### config.mk
export PLATFORM = sky130hd
export DESIGN_NAME = write_back_stage
export DESIGN_NICKNAME = d
export VERILOG_FILES = /design/src/rtl/write_back_stage.sv
export SDC_FILE = /design/constraint.sdc
export NUM_CORES = 1
export LEC_CHECK = 0
export ABC_AREA = 1
export ABC_CLOCK_PERIOD_IN_PS = 1700
export BUFFER_PORTS_ARGS = -buffer_cell sky130_fd_sc_hd__buf_2
export CORE_MARGIN = 2
export CORE_UTILIZATION = 45
export DETAILED_ROUTE_END_ITERATION = 16
export HOLD_SLACK_MARGIN = 0.08
export PLACE_DENSITY = 0.74
export SKIP_CTS_REPAIR_TIMING = 1
export SLEW_MARGIN = 0
export SYNTH_ARGS = -nofsm -noshare
export SYNTH_HDL_FRONTEND = slang
export SYNTH_SLANG_ARGS = --single-unit
### constraint.sdc
create_clock -name clk -period 1.7 [get_ports clk]
set_input_delay 0.17 -clock clk [delete_from_list [all_inputs] [get_ports clk]]
set_output_delay 0.17 -clock clk [all_outputs]
set_load 0.1 [all_outputs]
### src/rtl/write_back_stage.sv
// Registered MEM/WB stage: captures one instruction per handshake, commits to the
// register file or a private register bank, and counts retired instructions.
// Optional forwarding outputs are enabled by defining WB_FWD_EN.
module write_back_stage #(
  parameter int DATA_W  = 16,
  parameter int ADDR_W  = 4,
  parameter int PRIV_N  = 4,
  parameter int CNT_W   = 16,
  parameter int PRIV_AW = $clog2(PRIV_N)
) (
  input  logic               clk,
  input  logic               rstN,
  input  logic               inValid,
  output logic               inReady,
  input  logic               stall,
  input  logic               flush,
  input  logic               regWrite,
  input  logic               memOrReg,
  input  logic               dstOrPrivate,
  input  logic [ADDR_W-1:0]  regDstAddress,
  input  logic [DATA_W-1:0]  memData,
  input  logic [DATA_W-1:0]  aluData,
  output logic               rfWrEn,
  output logic [ADDR_W-1:0]  rfWrAddr,
  output logic [DATA_W-1:0]  outputRes,
  input  logic [PRIV_AW-1:0] privRdAddr,
  output logic [DATA_W-1:0]  privRdData,
  output logic [CNT_W-1:0]   retireCount,
  output logic               fwdValid,
  output logic [ADDR_W-1:0]  fwdAddr,
  output logic [DATA_W-1:0]  fwdData
);

  logic              valid_q, valid_d;
  logic              reg_write_q, reg_write_d;
  logic              mem_or_reg_q, mem_or_reg_d;
  logic              dst_or_private_q, dst_or_private_d;
  logic [ADDR_W-1:0] reg_dst_address_q, reg_dst_address_d;
  logic [DATA_W-1:0] mem_data_q, mem_data_d;
  logic [DATA_W-1:0] alu_data_q, alu_data_d;
  logic [CNT_W-1:0]  retire_q, retire_d;
  logic [DATA_W-1:0] priv_q [PRIV_N];
  logic [DATA_W-1:0] priv_d [PRIV_N];

  logic               capture;
  logic               commit_rf;
  logic               commit_priv;
  logic [PRIV_AW-1:0] priv_idx;
  logic [DATA_W-1:0]  result;

  assign inReady = ~stall;
  // Flush beats capture; the instruction already held in the stage still commits.
  assign capture = inValid & ~stall & ~flush;

  always_comb begin
    valid_d           = capture;
    reg_write_d       = reg_write_q;
    mem_or_reg_d      = mem_or_reg_q;
    dst_or_private_d  = dst_or_private_q;
    reg_dst_address_d = reg_dst_address_q;
    mem_data_d        = mem_data_q;
    alu_data_d        = alu_data_q;
    if (capture) begin
      reg_write_d       = regWrite;
      mem_or_reg_d      = memOrReg;
      dst_or_private_d  = dstOrPrivate;
      reg_dst_address_d = regDstAddress;
      mem_data_d        = memData;
      alu_data_d        = aluData;
    end
  end

  assign result      = mem_or_reg_q ? mem_data_q : alu_data_q;
  assign commit_rf   = valid_q & reg_write_q & ~dst_or_private_q;
  assign commit_priv = valid_q & reg_write_q & dst_or_private_q;
  assign priv_idx    = reg_dst_address_q[PRIV_AW-1:0];

  always_comb begin
    for (int i = 0; i < PRIV_N; i++) begin
      priv_d[i] = priv_q[i];
    end
    if (commit_priv) begin
      priv_d[priv_idx] = result;
    end
  end

  // Counter wraps naturally from all-ones back to zero.
  always_comb begin
    retire_d = retire_q;
    if (valid_q) begin
      retire_d = retire_q + {{(CNT_W-1){1'b0}}, 1'b1};
    end
  end

  always_ff @(posedge clk or negedge rstN) begin
    if (!rstN) begin
      valid_q           <= 1'b0;
      reg_write_q       <= 1'b0;
      mem_or_reg_q      <= 1'b0;
      dst_or_private_q  <= 1'b0;
      reg_dst_address_q <= '0;
      mem_data_q        <= '0;
      alu_data_q        <= '0;
      retire_q          <= '0;
      for (int i = 0; i < PRIV_N; i++) begin
        priv_q[i] <= '0;
      end
    end else begin
      valid_q           <= valid_d;
      reg_write_q       <= reg_write_d;
      mem_or_reg_q      <= mem_or_reg_d;
      dst_or_private_q  <= dst_or_private_d;
      reg_dst_address_q <= reg_dst_address_d;
      mem_data_q        <= mem_data_d;
      alu_data_q        <= alu_data_d;
      retire_q          <= retire_d;
      for (int i = 0; i < PRIV_N; i++) begin
        priv_q[i] <= priv_d[i];
      end
    end
  end

  assign rfWrEn      = commit_rf;
  assign rfWrAddr    = reg_dst_address_q;
  assign outputRes   = result;
  assign retireCount = retire_q;

  // Write-through so a reader sees a pending private write in the same cycle.
  always_comb begin
    privRdData = priv_q[privRdAddr];
    if (commit_priv && (privRdAddr == priv_idx)) begin
      privRdData = result;
    end
  end

`ifdef WB_FWD_EN
  assign fwdValid = commit_rf;
  assign fwdAddr  = reg_dst_address_q;
  assign fwdData  = result;
`else
  assign fwdValid = 1'b0;
  assign fwdAddr  = '0;
  assign fwdData  = '0;
`endif

endmodule

==> flow_summary.ini <==
[logic_synthesis]
syn_area_um2 = 5927
synth_seq_cells = 120
ys.warnings.count = 0
netlist_instances = 742
avgSynthCellArea_um2 = 7.988
synth_seq_area_share = 0.5066
ys_types = 28

[global_routing]
grt_pass1_wl_um = 23320
track_usage = 0.2115
grt_overflow_total = 0
grt_antenna_before_repair = 0
grt_max_degree = 65
grt_pass1_vias = 4692

[run_status]
violations = negative setup slack
status = finished, violations left

[worst_setup_path]
end_kind = primary output
cp.required_ns = 1.53
critPathLaunchType = flip-flop
crit_path_max_fanout = 24
crit_type = reg -> out
worstPathArrival_ns = 1.89

[floorplanning]
start_util = 0.4659
dieHeight_um = 118.8
dieWidth_um = 118.8
dieArea_um2 = 14110
ios = 121
rows = 41
core-area_um2 = 12720

[drt]
drc = 0
detail-route-antenna-nets = 0
drt-initial-drc-count = 296
vias_per_cell = 4.833
drt_first_pass_iters = 5
wirelength_um = 14680
vias = 5186
post_drt_wl_per_cell_um = 13.68

[worst_hold_path]
min_path_type = in -> reg

[pwr]
static-leakage-power_nw = 4.219
vdd_drop_max_v = 0.0007740
power.density_nw_per_um2 = 1375

[place]
dpl_cell_area_um2 = 7456
dp_hpwl_um = 9622
dp.cells = 1000
place_congestion = 0.8204
portBuffers = 99

[final_layout]
layout.area.seq_um2 = 3023
drive_gt1_frac = 0.2619
multi_input_area_um2 = 2756
post-route-util = 0.6770
num-nets-final = 935
antennaDiodeCount = 0
fin_area_um2 = 8613
areaGrowthSynthToFinish_pct = 45.32
stdcell_count = 1073
fill_cells = 985

[job]
cap_violations = 0

[timing]
finalSetupViolCount = 16
hold_viol = 0
min_period_over_period = 1.214
period_minus_slack_ns = 2.063
final_max_slew_viol_count = 0
rsz0062_at_grt = yes
slew_headroom = 0.6259
clock_skew_ns = 0.006224
fin_ws_ns = -0.3630
tightest_slew_ns = 0.5604
max_freq_mhz = 484.7

[clocking]
insertion_delay_ns = 0.42
cts_tree = yes
ctsRootBufferMaster = clkbuf_16
htreeDepth = 4
cts.clk_slew.worst_paths_ns = 0.06
cts_sinks = 120
numCtsBuffers = 17
clockBufferDepth = 2
[layer usage]
layer | vias up | global-route usage | wire length [µm]
met3 | 23 | 0.05116 | 684
met1 | 2442 | 0.2782 | 6315
met2 | 144 | 0.3416 | 7397
met4 | 0 | 0.07366 | 282
met5 | - | 0 | 0
li1 | 2577 | - | -
[critical path: stages, from the launching register on]
cell     delay, ns
dfrtp_4       0.50
inv_4         0.06
nand2_2       0.04
a21oi_2       0.13
nand3_2       0.12
buf_12        0.20
o21ai_4       0.20
buf_12        0.19
[metrics by stage]
step	TNS, ns	hold slack, ns	worst slack [ns]	power [mW]
6_report	-5.016	0.1096	-0.3630	11.85
5_1_grt	-6.147	0.1103	-0.4138	12.33
4_1_cts	-6.483	-0.3482	-0.3920	11.76
3_5_place_dp	0	0.09456	0.07738	7.730
3_3_place_gp	0	0.09365	0.1168	7.667
2_1_floorplan	-5.285	-0.1256	-0.3167	6.622
[worst paths after layout]
path / start / endpoint / slack, ns / depth (start not counted)
setup reg to reg: valid_q / retireCount[14] / 0.28 / 6
hold / removal: flush / valid_q / 0.11 / 3
setup / recovery: rfWrAddr[0] / privRdData[9] / -0.36 / 7
max in group asynchronous: rstN / priv_q[29] / 0.92 / 3
min in group asynchronous: rstN / retireCount[14] / 0.21 / 2
hold reg to reg: rfWrAddr[3] / rfWrAddr[3] / 0.47 / 2
[flip-flops by register name (all words and copies together), names as in the netlist]
register          cells
rfWrAddr              4
priv_q               64
retireCount          16
alu_data_q           16
reg_write_q           1
mem_or_reg_q          1
dst_or_private_q      1
mem_data_q           16
valid_q               1
[cells by family after synthesis]
family,after synthesis,share of synthesized area
simple gates,361,0.2466
buf+inv,133,0.1089
flops,120,0.5066
compound gates,117,0.1218
xor+xnor,9,0.01330
fa+ha+maj,1,0.002111
other cells,1,0.0006327
[cells in the final DEF (no fill, tap or decap), drive strengths merged, types with 6 or more instances in the layout]
cell type	n
conb	21
a21oi	33
nand3	12
dlygate4sd3	40
o211ai	32
clkbuf	21
inv	74
nand2	291
clkinv	6
dfrtp	120
o21ai	52
nor3	6
nor2	46
buf	123
[area by class of cell]
class / instances / share of cell area
inverter: 76 / 0.03341
sequential: 120 / 0.3510
tap: 172 / 0.02499
clock buffer: 20 / 0.05418
multi-input combinational: 509 / 0.3200
clock inverter: 12 / 0.02281
timing repair buffer: 164 / 0.1936
[power breakdown]
part           total, mW  switching [mW]  internal [mW]
logic               4.19            2.95           1.24
registers           3.66           0.300           3.36
clock network       4.00            1.29           2.71
[synth_stat cells]
cell      count  area [µm²]
o211ai_1     32       240.2
nand3_4       1       17.52
a21oi_2      15       131.4
xnor2_1       4       35.03
clkbuf_1      6       22.52
buf_6         2       22.52
clkinv_1      2       7.510
o21ai_0      35       175.2
a21oi_1      18       90.09
conb_1        1       3.750
nor3_2        1       10.01
clkbuf_2      1       5.000
nand3_1      10       50.05
inv_2         3       11.26
inv_1        71       266.5
nand3_2       1       10.01
ha_1          1       12.51
nor3_4        4       65.06
o21ai_1      17       85.08
nand2_1     291        1092
nor3_1        1       5.000
nand3b_1      1       7.510
nor2_1       46       172.7
xor2_1        5       43.79
buf_2        20       100.1
nand4_1       5       31.28
dfrtp_1     120        3003
buf_4        28       210.2
No activity file was read; power rests on OpenSTA's default activity.
